[config.mk]
export PLATFORM = sky130hd
export DESIGN_NAME = group_arbiter_flat
export DESIGN_NICKNAME = d
export VERILOG_FILES = /design/src/rtl/group_arbiter_if.sv /design/src/rtl/group_arbiter.sv /design/src/flat_wrapper.sv
export SDC_FILE = /design/constraint.sdc
export NUM_CORES = 1
export LEC_CHECK = 0
export CAP_MARGIN = 40
export CORE_MARGIN = 2
export CORE_UTILIZATION = 30
export DETAILED_ROUTE_END_ITERATION = 10
export SYNTH_ARGS = -nofsm -noshare
export SYNTH_HDL_FRONTEND = slang
export SYNTH_SLANG_ARGS = --single-unit
[constraint.sdc]
create_clock -name clk_i -period 2.5 [get_ports clk_i]
set_input_delay 0.5 -clock clk_i [delete_from_list [all_inputs] [get_ports clk_i]]
set_output_delay 0.5 -clock clk_i [all_outputs]
set_load 0.02 [all_outputs]
[src/rtl/group_arbiter_if.sv]
// Bus bundle between the group scheduler and the pixel groups / event consumer.
// Event handshake: the head entry transfers on a rising clk_i edge where evt_valid_o & evt_ready_i; evt_* stay stable while valid & !ready.
interface group_arbiter_if #(
  parameter int NUM_GRPS = 4,
  parameter int GRP_W    = 2,
  parameter int PIX_W    = 2,
  parameter int TS_W     = 16
);
  logic [NUM_GRPS-1:0]       grp_req_i;
  logic [NUM_GRPS-1:0]       grp_active_i;
  logic [NUM_GRPS-1:0]       grp_release_i;
  logic [NUM_GRPS*PIX_W-1:0] grp_x_add_i;
  logic [NUM_GRPS*PIX_W-1:0] grp_y_add_i;
  logic [NUM_GRPS-1:0]       grp_enable_o;
  logic                      evt_valid_o;
  logic                      evt_ready_i;
  logic [GRP_W-1:0]          evt_grp_o;
  logic [PIX_W-1:0]          evt_x_o;
  logic [PIX_W-1:0]          evt_y_o;
  logic [TS_W-1:0]           evt_ts_o;
  logic                      busy_o;
  logic                      overflow_o;
  logic [1:0]                state_o;

  modport slave (
    input  grp_req_i, grp_active_i, grp_release_i, grp_x_add_i, grp_y_add_i, evt_ready_i,
    output grp_enable_o, evt_valid_o, evt_grp_o, evt_x_o, evt_y_o, evt_ts_o,
           busy_o, overflow_o, state_o
  );

  modport master (
    output grp_req_i, grp_active_i, grp_release_i, grp_x_add_i, grp_y_add_i, evt_ready_i,
    input  grp_enable_o, evt_valid_o, evt_grp_o, evt_x_o, evt_y_o, evt_ts_o,
           busy_o, overflow_o, state_o
  );
endinterface

[src/rtl/group_arbiter.sv]
// Round-robin scheduler sharing one event bus among pixel groups; events are
// timestamped and queued in a small FIFO ahead of a valid/ready output.
module group_arbiter #(
  parameter int NUM_GRPS   = 4,
  parameter int GRP_W      = 2,
  parameter int PIX_W      = 2,
  parameter int TS_W       = 16,
  parameter int FIFO_DEPTH = 4,
  parameter int MAX_HOLD   = 32
) (
  input  logic              clk_i,
  input  logic              reset_ni,
  group_arbiter_if.slave    bus
);

  localparam int PTR_W  = (FIFO_DEPTH > 1) ? $clog2(FIFO_DEPTH) : 1;
  localparam int CNT_W  = $clog2(FIFO_DEPTH + 1);
  localparam int HOLD_W = (MAX_HOLD > 1) ? $clog2(MAX_HOLD) : 1;

  typedef enum logic [1:0] {
    IDLE  = 2'd0,
    GRANT = 2'd1,
    DRAIN = 2'd2
  } state_e;

  typedef struct packed {
    logic [GRP_W-1:0] grp;
    logic [PIX_W-1:0] x;
    logic [PIX_W-1:0] y;
    logic [TS_W-1:0]  ts;
  } evt_t;

  state_e              state_q, state_d;
  logic [GRP_W-1:0]    sel_q, sel_d;
  logic [GRP_W-1:0]    ptr_q, ptr_d;
  logic [HOLD_W-1:0]   hold_q, hold_d;
  logic                drain_q, drain_d;
  logic [TS_W-1:0]     ts_q, ts_d;
  logic [CNT_W-1:0]    count_q, count_d;
  logic [PTR_W-1:0]    wr_q, wr_d;
  logic [PTR_W-1:0]    rd_q, rd_d;
  logic                ovf_q, ovf_d;
  evt_t                mem_q [FIFO_DEPTH];
  evt_t                mem_d [FIFO_DEPTH];

  logic                found;
  logic [GRP_W-1:0]    pick;
  logic [GRP_W-1:0]    cand;
  logic                room_ok;
  logic                full;
  logic                capture;
  logic                push;
  logic                pop;
  logic [NUM_GRPS-1:0] enable;
  evt_t                entry;
  evt_t                head;

  always_comb begin
    found = 1'b0;
    pick  = ptr_q;
    cand  = '0;
    for (int i = 1; i <= NUM_GRPS; i++) begin
      cand = GRP_W'((int'(ptr_q) + i) % NUM_GRPS);
      if (!found && bus.grp_req_i[cand]) begin
        found = 1'b1;
        pick  = cand;
      end
    end
  end

  always_comb begin
    state_d = state_q;
    sel_d   = sel_q;
    ptr_d   = ptr_q;
    hold_d  = hold_q;
    drain_d = drain_q;
    ts_d    = ts_q + 1'b1;
    count_d = count_q;
    wr_d    = wr_q;
    rd_d    = rd_q;
    ovf_d   = ovf_q;
    mem_d   = mem_q;
    enable  = '0;

    full    = (count_q == CNT_W'(FIFO_DEPTH));
    // Two free slots absorb events already in flight behind a dropped enable.
    room_ok = (count_q <= CNT_W'(FIFO_DEPTH - 3));

    case (state_q)
      IDLE: begin
        if (found) begin
          sel_d   = pick;
          hold_d  = '0;
          state_d = GRANT;
        end
      end
      GRANT: begin
        if (room_ok) enable[sel_q] = 1'b1;
        hold_d = hold_q + 1'b1;
        if (bus.grp_release_i[sel_q] || !bus.grp_req_i[sel_q] ||
            hold_q == HOLD_W'(MAX_HOLD - 1)) begin
          state_d = DRAIN;
          drain_d = 1'b0;
        end
      end
      DRAIN: begin
        drain_d = 1'b1;
        if (drain_q) begin
          state_d = IDLE;
          ptr_d   = sel_q;
        end
      end
      default: state_d = IDLE;
    endcase

    entry.grp = sel_q;
    entry.x   = bus.grp_x_add_i[sel_q*PIX_W +: PIX_W];
    entry.y   = bus.grp_y_add_i[sel_q*PIX_W +: PIX_W];
    entry.ts  = ts_q;

    capture = (state_q != IDLE) && bus.grp_active_i[sel_q];
    pop     = (count_q != '0) && bus.evt_ready_i;
    // When full, a simultaneous pop frees the slot being written.
    push    = capture && (!full || pop);
    if (capture && full && !pop) ovf_d = 1'b1;

    if (push) begin
      mem_d[wr_q] = entry;
      wr_d = (wr_q == PTR_W'(FIFO_DEPTH - 1)) ? '0 : wr_q + 1'b1;
    end
    if (pop) begin
      rd_d = (rd_q == PTR_W'(FIFO_DEPTH - 1)) ? '0 : rd_q + 1'b1;
    end
    if (push && !pop)      count_d = count_q + 1'b1;
    else if (pop && !push) count_d = count_q - 1'b1;
  end

  always_ff @(posedge clk_i or negedge reset_ni) begin
    if (!reset_ni) begin
      state_q <= IDLE;
      sel_q   <= '0;
      ptr_q   <= GRP_W'(NUM_GRPS - 1);
      hold_q  <= '0;
      drain_q <= 1'b0;
      ts_q    <= '0;
      count_q <= '0;
      wr_q    <= '0;
      rd_q    <= '0;
      ovf_q   <= 1'b0;
      for (int i = 0; i < FIFO_DEPTH; i++) mem_q[i] <= '0;
    end else begin
      state_q <= state_d;
      sel_q   <= sel_d;
      ptr_q   <= ptr_d;
      hold_q  <= hold_d;
      drain_q <= drain_d;
      ts_q    <= ts_d;
      count_q <= count_d;
      wr_q    <= wr_d;
      rd_q    <= rd_d;
      ovf_q   <= ovf_d;
      mem_q   <= mem_d;
    end
  end

  assign head             = (count_q != '0) ? mem_q[rd_q] : '0;
  assign bus.grp_enable_o = enable;
  assign bus.evt_valid_o  = (count_q != '0);
  assign bus.evt_grp_o    = head.grp;
  assign bus.evt_x_o      = head.x;
  assign bus.evt_y_o      = head.y;
  assign bus.evt_ts_o     = head.ts;
  assign bus.busy_o       = (state_q != IDLE) || (count_q != '0);
  assign bus.overflow_o   = ovf_q;
  assign bus.state_o      = state_q;

endmodule

[src/flat_wrapper.sv]
// flat-port wrapper written by rule: the top's interface ports become plain ports
module group_arbiter_flat 
#(
  parameter int NUM_GRPS   = 4,
  parameter int GRP_W      = 2,
  parameter int PIX_W      = 2,
  parameter int TS_W       = 16,
  parameter int FIFO_DEPTH = 4,
  parameter int MAX_HOLD   = 32
)
  (clk_i, reset_ni, bus_grp_req_i, bus_grp_active_i, bus_grp_release_i, bus_grp_x_add_i, bus_grp_y_add_i, bus_evt_ready_i, bus_grp_enable_o, bus_evt_valid_o, bus_evt_grp_o, bus_evt_x_o, bus_evt_y_o, bus_evt_ts_o, bus_busy_o, bus_overflow_o, bus_state_o);
  group_arbiter_if #(.NUM_GRPS(NUM_GRPS), .GRP_W(GRP_W), .PIX_W(PIX_W), .TS_W(TS_W)) bus_i ();
  input  logic clk_i;
  input  logic reset_ni;
  input wire logic [$bits(bus_i.grp_req_i)-1:0] bus_grp_req_i;
  input wire logic [$bits(bus_i.grp_active_i)-1:0] bus_grp_active_i;
  input wire logic [$bits(bus_i.grp_release_i)-1:0] bus_grp_release_i;
  input wire logic [$bits(bus_i.grp_x_add_i)-1:0] bus_grp_x_add_i;
  input wire logic [$bits(bus_i.grp_y_add_i)-1:0] bus_grp_y_add_i;
  input wire logic [$bits(bus_i.evt_ready_i)-1:0] bus_evt_ready_i;
  output wire logic [$bits(bus_i.grp_enable_o)-1:0] bus_grp_enable_o;
  output wire logic [$bits(bus_i.evt_valid_o)-1:0] bus_evt_valid_o;
  output wire logic [$bits(bus_i.evt_grp_o)-1:0] bus_evt_grp_o;
  output wire logic [$bits(bus_i.evt_x_o)-1:0] bus_evt_x_o;
  output wire logic [$bits(bus_i.evt_y_o)-1:0] bus_evt_y_o;
  output wire logic [$bits(bus_i.evt_ts_o)-1:0] bus_evt_ts_o;
  output wire logic [$bits(bus_i.busy_o)-1:0] bus_busy_o;
  output wire logic [$bits(bus_i.overflow_o)-1:0] bus_overflow_o;
  output wire logic [$bits(bus_i.state_o)-1:0] bus_state_o;
  assign bus_i.grp_req_i = bus_grp_req_i;
  assign bus_i.grp_active_i = bus_grp_active_i;
  assign bus_i.grp_release_i = bus_grp_release_i;
  assign bus_i.grp_x_add_i = bus_grp_x_add_i;
  assign bus_i.grp_y_add_i = bus_grp_y_add_i;
  assign bus_i.evt_ready_i = bus_evt_ready_i;
  assign bus_grp_enable_o = bus_i.grp_enable_o;
  assign bus_evt_valid_o = bus_i.evt_valid_o;
  assign bus_evt_grp_o = bus_i.evt_grp_o;
  assign bus_evt_x_o = bus_i.evt_x_o;
  assign bus_evt_y_o = bus_i.evt_y_o;
  assign bus_evt_ts_o = bus_i.evt_ts_o;
  assign bus_busy_o = bus_i.busy_o;
  assign bus_overflow_o = bus_i.overflow_o;
  assign bus_state_o = bus_i.state_o;
  group_arbiter #(.NUM_GRPS(NUM_GRPS), .GRP_W(GRP_W), .PIX_W(PIX_W), .TS_W(TS_W), .FIFO_DEPTH(FIFO_DEPTH), .MAX_HOLD(MAX_HOLD)) u_core (.clk_i(clk_i), .reset_ni(reset_ni), .bus(bus_i));
endmodule
# After elaboration in Yosys (flattened, before gate mapping)
# Cells that the tools add are included.
# op_classes
n_addsub	10
n_lt_le_gt_ge	10
n_eq_ne	9
n_shift	2
muxes	45
n_bitwise	2
reduce_logical	34
# ops
op	count
bitwise mux 88 bit	1
2-to-1 mux 22 bit	4
binary-select mux 22 bit (select 2 bit)	1
demux 22 bit (select 2 bit)	1
2-to-1 mux 2 bit	9
adder 16 x 1 -> 16 bit, second input constant	1
variable part select 8 x 4 -> 2 bit	2
< comparator 2 x 3 -> 1 bit, second input constant	5
binary-select mux 1 bit (select 2 bit)	7
2-to-1 mux 1 bit	13
logical AND 1 bit	12
case mux 5 bit (2 select lines)	1
adder 2 x 1 -> 2 bit, second input constant	4
2-to-1 mux 4 bit	2
AND reduction 2 bit	4
nonzero test 2 bit	4
zero test 1 bit	7
equality test 2 bit, second input constant	3
greater-or-equal comparator 3 bit, second input constant	2
2-to-1 mux 3 bit	2
!= test 2 x 1 -> 1 bit, second input constant	3
NOT 2 -> 3 bit	2
case mux 2 bit (3 select lines)	1
adder 5 x 1 -> 5 bit, second input constant	1
16 further kinds	20
# word_totals
ff_bits	124
input_bits	31
out_inout_bits	31
elab_cells	138

# Logic depth before layout (Yosys ltp)
# Gate-level depths: netlist of run 1.
# depth
depth_word	15
ltp_mapped	9
ltp_nobuf	9

# Worst setup path after synthesis of run 1
# No wires, ideal clock.
# synth_timing
kind	register to output
from	register u_core.rd_q[0]
to	output bus_evt_ts_o[10]
t_arrival_ns	1.558
t_required_ns	2.000
slack_ns	0.442
stages_incl_launch_ff	5
path_buffers	2
cell_sequence	dfrtp_1 buf_2 buf_2 mux4_2 and2_1
# synth_between
elab_chain_cells	5
# synth_rtl
item	line_no	rtl
start, declared	group_arbiter.sv:41	logic [PTR_W-1:0] rd_q, rd_d;
start signal, assigned	group_arbiter.sv:160	rd_q <= rd_d;
NOT 2 -> 3 bit (implied by the code)	group_arbiter.sv:166	assign head = (count_q != '0) ? mem_q[rd_q] : '0;
binary-select mux 22 bit (select 2 bit)	group_arbiter.sv:166	
2-to-1 mux 22 bit (implied by the code) (2 in a row)	group_arbiter.sv:166	
2-to-1 mux 22 bit	group_arbiter.sv:166	
end, declared	flat_wrapper.sv:26	output wire logic [$bits(bus_i.evt_ts_o)-1:0] bus_evt_ts_o;
# No other way between the ends. The select of a mux whose other input is x is not followed.

# Worst setup path in the final report of run 1
# layout_timing
from	register u_core.rd_q[0]
to	output bus_evt_y_o[0]
# layout_between
elab_chain_cells	5
# layout_rtl
item	line_no	rtl
NOT 2 -> 3 bit (implied by the code)	group_arbiter.sv:166	
binary-select mux 22 bit (select 2 bit)	group_arbiter.sv:166	
2-to-1 mux 22 bit (implied by the code) (2 in a row)	group_arbiter.sv:166	
2-to-1 mux 22 bit	group_arbiter.sv:166	
end, declared	flat_wrapper.sv:25	output wire logic [$bits(bus_i.evt_y_o)-1:0] bus_evt_y_o;
# No other way between the ends. The select of a mux whose other input is x is not followed.

==> results of run 1 <==
## Yosys cell counts (6+ instances only)
master,number
and2_1,22
and3_1,7
buf_12,8
clkbuf_1,10
dfrtp_1,122
ha_1,13
inv_1,11
mux2_2,13
mux2_4,80
mux4_2,26
nand2_1,17
nand3_1,8
nor2_1,12
nor3_1,6
o21ai_0,7
xnor2_1,12
## flip-flops by register name, summed over array words and instances, names as in the netlist, 3 cells and up
| signal | cells |
|---|---|
| u_core.count_q | 3 |
| u_core.mem_q | 88 |
| u_core.hold_q | 5 |
| u_core.ts_q | 16 |
## worst max-delay path, delay by kind of cell, from the launching register on
family        cells  cell delay (ns)
mux               1             0.51
flops             1             0.43
simple gates      1             0.17
buf+inv           2             0.41
## per-layer routing
| layer | GRT usage [%] | vias to the layer above | wire length, um |
|---|---|---|---|
| li1 | - | 1699 | - |
| met1 | 17.6 | 1922 | 6480 |
| met2 | 21.4 | 83 | 6550 |
| met3 | 4.12 | 17 | 623 |
| met4 | 4.20 | 0 | 236 |
| met5 | 0 | - | 0 |
## area by class of cell
class | count | area share, %
clock inverter | 11 | 1.18
tap | 275 | 4.38
inverter | 11 | 0.526
timing repair buffer | 84 | 10.8
sequential | 124 | 39.6
multi-input combinational | 267 | 37.6
clock buffer | 21 | 5.99
## cells by family after synthesis
group	count (synthesis)	share of synthesized area [%]
muxes	124	31.2
and+or+nand+nor	84	6.92
buffers and inverters	40	5.08
DFF	124	48.7
xor gates and xnor gates	17	2.33
AOI/OAI and AO/OA	29	3.24
adders and majority gates	13	2.55
## worst paths after layout
check / endpoint / slack, ns
setup / recovery: bus_evt_y_o[0] / 0.07
hold / removal: u_core.drain_q$_DFFE_PN0P_ / 0.04
setup reg to reg: u_core.mem_q[54]$_DFFE_PN0P_ / 0.53
hold reg to reg: u_core.bus.overflow_o$_DFFE_PN0P_ / 0.49
max in group asynchronous: u_core.mem_q[53]$_DFFE_PN0P_ / 1.80
min in group clk_i: u_core.bus.overflow_o$_DFFE_PN0P_ / 0.49
## metrics by stage
| step | instance area, um^2 | power [mW] | cells |
|---|---|---|---|
| 2_1_floorplan | 6380 | 5.82 | 431 |
| 3_3_place_gp | 7280 | 6.95 | 755 |
| 3_5_place_dp | 7280 | 7.07 | 755 |
| 4_1_cts | 7880 | 9.50 | 790 |
| 5_1_grt | 7850 | 9.90 | 793 |
| 6_report | 7850 | 9.36 | 793 |
## repair_timing
item                                    CTS  global route
hold buffers                              0             0
endpoints found under the setup margin   28            11
resized for setup                        82            10
gates cloned                              2             0
buffers inserted                          1             3
## power by group
part | switching [mW] | internal [mW] | total, mW | leakage, nW
Clock | 0.890 | 1.44 | 2.33 | 0.279
Combinational | 1.85 | 2.23 | 4.08 | 1.66
Sequential | 0.382 | 2.56 | 2.95 | 1.58
==> results.tsv, run 1 <==
stage	metric	value	unit
outcome	outcome	completed	
critical_path	Crit. End Element	output pin	
drt	Routed Antenna Nets	0	
timing	Min Hold Slack	0.0397	ns
job	total of max-cap violations	0	
critical_path	critical path class	flop to output pin	
global_route	GRT overflow	0	
drt	DRC	0	
final_layout	fillers	2006	
final_layout	Final nets	549	
critical_path	Crit path largest cell delay	0.51	ns
critical_path	critical-path cell with the highest stage delay	mux4_2	
synth	sequential fraction of the synthesis area	48.7	%
critical_path	Setup crit start	u_core.rd_q[0]$_DFFE_PN0P_	
drt	routed len/inst	17.5	um
placement	port bufs	61	
critical_path	Arr. time, crit path	1.93	ns
timing	Rel. slew slack	62.3	%
critical_path	Crit Path Max Fanout	9	
synth	Post-synth EDFFs	0	
synth	Mean Syn Cell Area	14.8	um^2
placement	Place WS	0.139	ns
synth	Most used DFF post-synth	dfrtp_1	
global_route	gr usage total	13.4	%
final_layout	layout cells sized above 1	39.2	%
final_layout	final core occ	37.5	%
global_route	first-pass GRT wire length	23.0	mm
die	die area	22400	um^2
final_layout	most frequent cells in the layout	dfrtp_1, mux2_4, clkdlybuf4s50_1	
critical_path	RR Startpoint	u_core.sel_q[1]$_DFFE_PN0P_	
timing	post-route minimum period	2.43	ns
global_route	number of global-route vias before repair	4184	
timing	Setup TNS Final	0	ns
final_layout	Seq. cell area	3110	um^2
timing	final clock skew	0.00509	ns
clock_network	H-tree depth	4	
drt	vias per cell	4.69	
die	core box area	21000	um^2
synth	share of Yosys cell area claimed by the top area cell type	47.9	%
clock_network	# clock sinks	124	
synth	post-synthesis register bit count	124	
synth	Yosys top cell by area	dfrtp_1	
synth	top cells by area, synth	dfrtp_1, mux2_4, mux4_2, ha_1, buf_12	
timing	# setup viols final	0	
clock_network	TritonCTS Buffers	17	
clock_network	Max Buffers Root-to-Sink	2	
global_route	antenna violations before repair	0	
die	row count	53	
final_layout	n_diodes	0	
drt	detailed-route via count	3721	
synth	Cell Area, Synth	6380	um^2
die	# IOs	62	
clock_network	Clk pin slew, worst setup/hold paths	0.05	ns
die	Initial Util	30.4	%
placement	GPL Wtd Cong	0.728	
synth	post-synth net total	475	
final_layout	Area growth syn-to-layout	23.1	%
final_layout	multi-input logic area	2950	um^2
worst_hold_path	worst min-delay path category	input port to async pin	
timing	maximum clock frequency	411	MHz
timing	Final Worst Setup Slack	0.0652	ns
drt	Final Routed Wirelength	13.9	mm
placement	HPWL Detailed	8.96	mm
pwr	leakage	3.52	nW
drt	DRT iter0 DRCs	164	
clock_network	Worst-Skew Late Latency	0.41	ns
critical_path	R2R cell count	5	
critical_path	Critical Path, Cell by Cell	buf_12 > mux4_2 > and2_1 > clkdlybuf4s15_2	
critical_path	Worst setup SP type	flop	
pwr	Power per Cell Area	1190	nW/um^2
drt	1st-pass router iterations	4	
die	Die Y	150	um
timing	hold violation count in the final report	0	
synth	Synth warnings	0	
synth	Post-synth ARST share	100	%
pwr	Peak VDD IR	535	uV
synth	post-synth cell types	42	
synth	cell count after synthesis	431	
clock_network	CTS root buffer	clkbuf_16	
clock_network	CTS tree	built	
die	die width	150	um
final_layout	commonest non-fill, non-tap cell in the layout	dfrtp_1	
global_route	largest net degree at the start of global routing	51	
timing	period utilisation layout	97.4	%
critical_path	Crit path required time	2.00	ns
timing	Max Slew Vio Count	0	
timing	Worst Tran Pin Value	0.561	ns
(Power assumes the default switching activity.)
==> run 2: changes to the inputs <==
--- a/config.mk
+++ b/config.mk
@@ -6,6 +6,7 @@
 export NUM_CORES = 1
 export LEC_CHECK = 0
 export CAP_MARGIN = 40
+export CORE_ASPECT_RATIO = 1.5
 export CORE_MARGIN = 2
 export CORE_UTILIZATION = 30
 export DETAILED_ROUTE_END_ITERATION = 10
==> results.tsv, run 2 (synthesized netlist as in run 1, its figures left out) <==
stage	metric	value	unit
final_layout	layout cells sized above 1	40.0	%
clock_network	TritonCTS Buffers	17	
drt	detailed-route via count	3775	
critical_path	Crit path largest cell delay	0.49	ns
pwr	Peak VDD IR	691	uV
critical_path	Worst setup SP type	flop	
global_route	first-pass GRT wire length	23.3	mm
drt	Final Routed Wirelength	14.3	mm
critical_path	R2R cell count	5	
drt	DRC	0	
drt	routed len/inst	18.1	um
drt	1st-pass router iterations	4	
clock_network	Max Buffers Root-to-Sink	2	
timing	period utilisation layout	97.7	%
placement	dpl cells	750	
pwr	overall power	9.78	mW
critical_path	Crit. End Element	output pin	
global_route	largest net degree at the start of global routing	41	
timing	post-route minimum period	2.44	ns
placement	HPWL Detailed	9.42	mm
timing	RSZ-0062 raised after global routing	false	
final_layout	post-route insts no fill	788	
die	Initial Util	30.4	%
drt	DRT iter0 DRCs	146	
placement	GPL Wtd Cong	0.724	
timing	Max Slew Vio Count	0	
placement	port bufs	61	
worst_hold_path	worst min-delay path category	input port to async pin	
timing	Worst Tran Pin Value	0.586	ns
die	# IOs	62	
clock_network	Post-CTS Hold Buffers	0	
timing	# setup viols final	0	
critical_path	Crit path required time	2.00	ns
clock_network	Worst-Skew Late Latency	0.42	ns
clock_network	# clock sinks	124	
critical_path	Critical Path, Cell by Cell	buf_12 > buf_4 > mux4_2 > and2_1 > clkbuf_2	
die	row count	65	
global_route	gr usage total	13.6	%
critical_path	critical-path cell with the highest stage delay	mux4_2	
pwr	Power per Cell Area	1230	nW/um^2
timing	hold violation count in the final report	0	
clock_network	CTS root buffer	clkbuf_16	
final_layout	commonest non-fill, non-tap cell in the layout	dfrtp_1	
outcome	outcome	completed	
final_layout	largest reg by FF count	u_core.mem_q	
clock_network	H-tree depth	4	
timing	Rel. slew slack	60.9	%
clock_network	CTS tree	built	
final_layout	most frequent cells in the layout	dfrtp_1, mux2_4, clkdlybuf4s50_1	
critical_path	Arr. time, crit path	1.94	ns
global_route	GRT overflow	0	
global_route	antenna violations before repair	0	
die	Die Y	183	um
final_layout	n_diodes	0	
critical_path	critical path class	flop to output pin	
die	core box area	21000	um^2
final_layout	Area growth syn-to-layout	24.7	%
critical_path	RR Startpoint	u_core.sel_q[1]$_DFFE_PN0P_	
clock_network	Clk pin slew, worst setup/hold paths	0.06	ns
pwr	leakage	3.58	nW
job	total of max-cap violations	0	
critical_path	Crit Path Max Fanout	7	
drt	vias per cell	4.79	
die	die area	22500	um^2
die	die width	123	um
timing	maximum clock frequency	409	MHz
critical_path	worst reg-to-reg setup slack	0.54	ns
global_route	number of global-route vias before repair	4258	
final_layout	Final nets	551	
final_layout	Top Registers	u_core.mem_q: 88 flops, u_core.ts_q: 16 flops, u_core.hold_q: 5 flops	
critical_path	FF-to-FF End	u_core.mem_q[19]$_DFFE_PN0P_	
final_layout	max FFs per register	88	
final_layout	fillers	1994	
drt	Routed Antenna Nets	0	
timing	final clock skew	0.0110	ns
-- run 2: cell types whose count changed in the layout (fill, tap and decap cells not counted), sizes merged --
cell | previous run | this run
dlygate4sd2 | 5 | 4
buf | 37 | 41
clkbuf | 26 | 27
clkdlybuf4s15 | 5 | 1
bufinv | 1 | 5
clkinv | 7 | 4
dlymetal6s2s | 0 | 1
-- run 2: worst max-delay path: cells and delay by family (launching register included) --
family	cells	cell delay, ns
muxes	1	0.49
DFF	1	0.44
buffers and inverters	3	0.43
and+or+nand+nor	1	0.17
-- run 2: worst max path at each step --
stage                                    start          endpoint  slack [ns]  cells past startpoint
CTS                 u_core.rd_q[0]$_DFFE_PN0P_  bus_evt_ts_o[11]       -0.01                      4
global placement    u_core.rd_q[0]$_DFFE_PN0P_  bus_evt_ts_o[12]        0.13                      4
finish              u_core.rd_q[0]$_DFFE_PN0P_   bus_evt_ts_o[0]        0.06                      5
global route        u_core.rd_q[0]$_DFFE_PN0P_  bus_evt_ts_o[15]       0.003                      5
floorplan           u_core.rd_q[0]$_DFFE_PN0P_  bus_evt_ts_o[10]        0.44                      4
detailed placement  u_core.rd_q[0]$_DFFE_PN0P_  bus_evt_ts_o[14]        0.12                      4
-- run 2: metrics by stage --
step | area, um^2 | hold WS (ns) | worst slack [ns] | utilization [%] | TNS (ns)
2_1_floorplan | 6380 | 0.204 | 0.442 | - | 0
3_3_place_gp | 7300 | 0.466 | 0.128 | 34.8 | 0
3_5_place_dp | 7300 | 0.461 | 0.120 | 34.8 | 0
4_1_cts | 8000 | 0.0898 | -0.0104 | 38.1 | -0.0231
5_1_grt | 7960 | 0.107 | 0.00251 | 37.9 | 0
6_report | 7960 | 0.0748 | 0.0577 | 37.9 | 0
-- run 2: layer usage --
| metal | GRT usage (%) | vias to the layer above | share of wire, % |
|---|---|---|---|
| met3 | 3.53 | 22 | 3.7 |
| met2 | 24.3 | 78 | 54 |
| met5 | 0 | - | 0 |
| li1 | - | 1699 | - |
| met1 | 15.4 | 1976 | 41 |
| met4 | 5.14 | 0 | 1.9 |
-- run 2: area by class of cell --
class / count / area [um^2] / share of cell area (%)
inverter: 11 / 41.3 / 0.519
tap: 268 / 335 / 4.21
timing repair buffer: 86 / 842 / 10.6
multi-input combinational: 267 / 2960 / 37.1
sequential: 124 / 3110 / 39.0
clock inverter: 12 / 209 / 2.63
clock buffer: 20 / 467 / 5.87
-- run 2: timing repair --
item                       CTS  global route
gates resized for setup     79            19
hold endpoints to repair     0             0
pin swaps                    0             1
setup buffers                2             3
setup endpoints to repair   27            17
cloned                       1             0
-- run 2: power breakdown --
| group | total, mW | internal (mW) | switching [mW] |
|---|---|---|---|
| sequential | 2.97 | 2.56 | 0.407 |
| clock | 2.79 | 1.86 | 0.934 |
| combinational | 4.02 | 2.19 | 1.83 |
==> run 3: changes to the inputs <==
--- a/config.mk
+++ b/config.mk
@@ -10,6 +10,7 @@
 export CORE_MARGIN = 2
 export CORE_UTILIZATION = 30
 export DETAILED_ROUTE_END_ITERATION = 10
+export GPL_ROUTABILITY_DRIVEN = 0
 export SYNTH_ARGS = -nofsm -noshare
 export SYNTH_HDL_FRONTEND = slang
 export SYNTH_SLANG_ARGS = --single-unit
==> results of run 3 <==
The final DEF is identical to that of run 2; final timing and power are the same.
==> variant 1: new RTL, config.mk and constraints of run 1 <==
`PIX_W` is set to 2 in 3 places; all go to 4.
--- a/src/rtl/group_arbiter_if.sv
+++ b/src/rtl/group_arbiter_if.sv
@@ -4,5 +4,5 @@
   parameter int NUM_GRPS = 4,
   parameter int GRP_W    = 2,
-  parameter int PIX_W    = 2,
+  parameter int PIX_W    = 4,
   parameter int TS_W     = 16
 );
--- a/src/rtl/group_arbiter.sv
+++ b/src/rtl/group_arbiter.sv
@@ -4,5 +4,5 @@
   parameter int NUM_GRPS   = 4,
   parameter int GRP_W      = 2,
-  parameter int PIX_W      = 2,
+  parameter int PIX_W      = 4,
   parameter int TS_W       = 16,
   parameter int FIFO_DEPTH = 4,
--- a/src/flat_wrapper.sv
+++ b/src/flat_wrapper.sv
@@ -4,5 +4,5 @@
   parameter int NUM_GRPS   = 4,
   parameter int GRP_W      = 2,
-  parameter int PIX_W      = 2,
+  parameter int PIX_W      = 4,
   parameter int TS_W       = 16,
   parameter int FIFO_DEPTH = 4,
Ports: changed (resized bus_evt_x_o, bus_evt_y_o, bus_grp_x_add_i and bus_grp_y_add_i); port bits go from 62 to 82. The function was not compared with the original's and may differ.
==> variant 1 against run 1 <==
- final cell count rose by 16%
- design area up 18%
- area after synthesis increased by 13%
- power increased by 23%
- fmax fell by 2.4%
- sequential power up 16%
- wire length rose by 16%
- die area increased by 13%
- worst setup slack worse by 59 ps
- sequential cell count up 16
- critical endpoint is now bus_evt_ts_o[6]
- largest cell class unchanged
==> variant 1: results (changes against run 1) <==
Status
  • Status: complete, no violations (unchanged)

Setup path
  • Reg2reg start: u_core.sel_q[0]$_DFFE_PN0P_ (was u_core.sel_q[1]$_DFFE_PN0P_)
  • Worst-path fanout max: 4 (was 9)
  • Worst Reg-to-Reg Cells: 6 (was 5)
  • Crit path capture: bus_evt_ts_o[6] (was bus_evt_y_o[0])
  • CP Data Arrival Time: 1990 ps (was 1930 ps)
  • R2R setup slack: 410 ps (was 530 ps)
  • R2R Path End: u_core.mem_q[73]$_DFFE_PN0P_ (was u_core.mem_q[54]$_DFFE_PN0P_)

Routing
  • DRT Wirelength: 16.10 mm (was 13.89 mm)
  • Met2 Wirelength: 8.000 mm (was 6.553 mm)
  • Routed vias/inst: 4.650 (was 4.692)
  • DR iter-0 viols: 189 (was 164)

Synth
  • Seq/Total Area, Yosys: 0.4865 (was 0.4868)
  • Synth top cells by count: dfrtp_1, mux2_4, mux4_2 (unchanged)
  • Cell variety after synth: 43 (was 42)
  • Syn Nets: 536 (was 475)
  • Adder-cell area share of the yosys netlist: 0.02257 (was 0.02550)
  • Compound-cell area share of the yosys netlist: 0.02900 (was 0.03236)

STA
  • Fin Clk Skew: 16.45 ps (was 5.088 ps)
  • Worst slew margin: 0.6464 (was 0.6228)
  • Max Fclk: 401.0 MHz (was 410.7 MHz)
  • Hold Slack: 41.37 ps (was 39.72 ps)

Pwr
  • Comb group: 0.00548 W (was 0.00408 W)
  • Pint: 0.007715 W (was 0.006234 W)
  • Max VDD drop: 0.4210 mV (was 0.5351 mV)
  • Leak: 4.188 nW (was 3.515 nW)
  • Clock Power: 0.00265 W (was 0.00233 W)

Place
  • Placed insts: 875 (was 755)
  • Dpl ws: 110.4 ps (was 139.3 ps)
  • Post-detail-place hpwl: 10.75 mm (was 8.956 mm)
  • Routability cong.: 0.7892 (was 0.7279)

GRT
  • Met1 Use GR: 0.1762 (about the same)
  • Pin count of the biggest net entering global routing: 54 (was 51)
  • Met3 usage: 0.03490 (was 0.04116)
  • First-pass GRT wire length: 26.71 mm (was 22.99 mm)
  • GR Layer Usage met2: 0.2219 (was 0.2137)

Finish
  • Share of cells above drive strength 1: 0.4336 (was 0.3919)
  • Top flop regs: u_core.mem_q: 104 flops, u_core.ts_q: 16 flops, u_core.hold_q: 5 flops (was u_core.mem_q: 88 flops, u_core.ts_q: 16 flops, u_core.hold_q: 5 flops)
  • Layout net count: 649 (was 549)
[variant 1: stage by stage]
stage	instance area, µm²	TNS [ps]
2_1_floorplan	7206	0
5_1_grt	9284	-448.9
3_5_place_dp	8491	0
3_3_place_gp	8491	0
4_1_cts	9171	-388.8
6_report	9284	0
[variant 1: critical path, stage by stage, from the launching register on]
cell and delay (ps):
dfrtp_2 440, buf_12 140, buf_12 100, buf_16 110, mux4_2 470, and2_1 170
buf_2 150
[variant 1: what timing repair did]
item	in CTS	in global routing
hold buffers	0	0
setup endpoints to repair	32	27
buffers inserted	5	7
gates resized for setup	110	40
pin swaps	0	8
cloned	3	0
[variant 1: area by class of cell]
type | instances | area share
sequential | 140 | 0.3778
multi-input combinational | 297 | 0.3693
timing repair buffer | 122 | 0.1387
clock buffer | 18 | 0.04623
tap | 319 | 0.04299
clock inverter | 14 | 0.02062
inverter | 11 | 0.004447
==> variant 2: new RTL, config.mk and constraints of run 1 <==
Without the edit above. Reset style: synchronous (`reset_ni`), changed in one clocked block.
--- a/src/rtl/group_arbiter.sv
+++ b/src/rtl/group_arbiter.sv
@@ -136,5 +136,5 @@
   end
 
-  always_ff @(posedge clk_i or negedge reset_ni) begin
+  always_ff @(posedge clk_i) begin
     if (!reset_ni) begin
       state_q <= IDLE;
Function: differs if reset_ni is asserted again (counterexample within 4 cycles, from zero or initial values and one cycle with reset_ni low); with reset_ni held inactive, the same outputs for 4 cycles.
==> variant 2 against run 1 <==
- non-clock buffer count up 6
- design area fell by 4.7%
- area after synthesis down 5.4%
- hold slack gained 410 ps
- wire length decreased by 6.1%
- critical path depth unchanged
- worst setup slack lost 1.9 ps
- final cell count up 18%
- sequential cell count unchanged
- utilization grew 0.72 points
- sequential share of layout area fell by 6.4 points
- critical path type unchanged
- highest routed layer unchanged
Power is not compared: it rests on default switching activity, and its combinational part moved more than twofold at a synthesized area within 25%.
==> variant 2: results (changes against run 1) <==
GRT
  • First-pass GRT wire length: 22.54 mm (was 22.99 mm)
  • Pin count of the biggest net entering global routing: 31 (was 51)
  • GRT Overall Usage: 0.1318 (was 0.1344)
  • Vias in the first global route: 4506 (was 4184)

Worst hold path
  • Hold crit path type: flip-flop to flip-flop (was primary input to asynchronous set/reset pin)

Synth
  • Average cell area after synthesis: 10.32 µm² (was 14.80 µm²)
  • Ranking of synthesized cells by area: dfxtp_1, mux2i_1, mux4_2 (was dfrtp_1, mux2_4, mux4_2)
  • Fraction of registers with async set/reset: 0 (was 1.000)
  • Syn Nets: 629 (was 475)

STA
  • Worst slew pin tran: 474.4 ps (was 561.5 ps)
  • Fin Clk Skew: 6.806 ps (was 5.088 ps)
  • Minimum clock period: 2437 ps (was 2435 ps)

Place
  • Placed insts: 895 (was 755)
  • Dpl ws: 107.6 ps (was 139.3 ps)

Setup path
  • R2R setup slack: 400 ps (was 530 ps)
  • Worst-path fanout max: 6 (was 9)
  • Worst Reg-to-Reg Cells: 8 (was 5)
  • Reg2reg start: u_core.count_q[1]$_SDFFE_PN0P_ (was u_core.sel_q[1]$_DFFE_PN0P_)
  • Crit path capture: bus_evt_ts_o[14] (was bus_evt_y_o[0])

Status
  • Status: complete, no violations (unchanged)

Finish
  • Filler cell count: 1947 (was 2006)
  • Layout net count: 698 (was 549)

Routing
  • Routed vias/inst: 4.575 (was 4.692)
  • DR iter-0 viols: 168 (was 164)
  • DRT Wirelength: 13.05 mm (was 13.89 mm)

Pwr
  • Power consumption: 0.005782 W
-- variant 2: changes by cell type after synthesis, sizes merged, moves of 7 or more --
cell	run 1	this run
a21boi	0	7
nand2b	2	16
xnor2	12	5
dfxtp	0	124
mux2	93	0
and2	22	33
clkbuf	10	18
nand2	17	127
dfrtp	122	0
mux2i	5	101
-- variant 2: area by class of cell --
| type | instances | area, µm² | area share |
|---|---|---|---|
| diodes | 1 | 2.502 | 0.0003344 |
| clock buffers | 19 | 452.9 | 0.06054 |
| clock inverters | 12 | 115.1 | 0.01538 |
| inverters | 8 | 30.03 | 0.004013 |
| multi-input cells | 413 | 3194 | 0.4269 |
| flip-flops and latches | 124 | 2485 | 0.3321 |
| well taps | 265 | 331.6 | 0.04431 |
| repair buffers | 90 | 870.8 | 0.1164 |
-- variant 2: cells by family (layout without fill, tap and decap cells) --
family                     count (synthesis)  after routing  share of synthesized area
DFF                                      124            124                     0.4111
xor gates and xnor gates                  10             10                    0.01450
AOI/OAI and AO/OA                         32             32                    0.03460
other                                      0              1                          0
buffers and inverters                     48            129                    0.06030
muxes                                    128            128                     0.2712
adders and majority gates                 13             13                    0.02694
and+or+nand+nor                          230            230                     0.1813
-- variant 2: worst reg2reg max path, stage by stage, from the launching register on --
cell and delay (ps):
dfxtp_1 370, inv_1 100, ha_2 200, nand2b_1 140, buf_4 160, nand2_1 150, ha_1 390, or3_1 370
a21boi_0 150
-- variant 2: layer usage --
metal,routed length [µm],track usage
met1,6455,0.1690
met2,5934,0.2144
met3,462,0.03166
met5,0,0
met4,194,0.05098
-- variant 2: repair_timing --
action,4_1_cts,5_1_grt
resized for setup,45,16
setup endpoints to repair,26,15
hold buffers,0,0
cloned,0,0
hold endpoints to repair,0,0
setup buffers,5,0
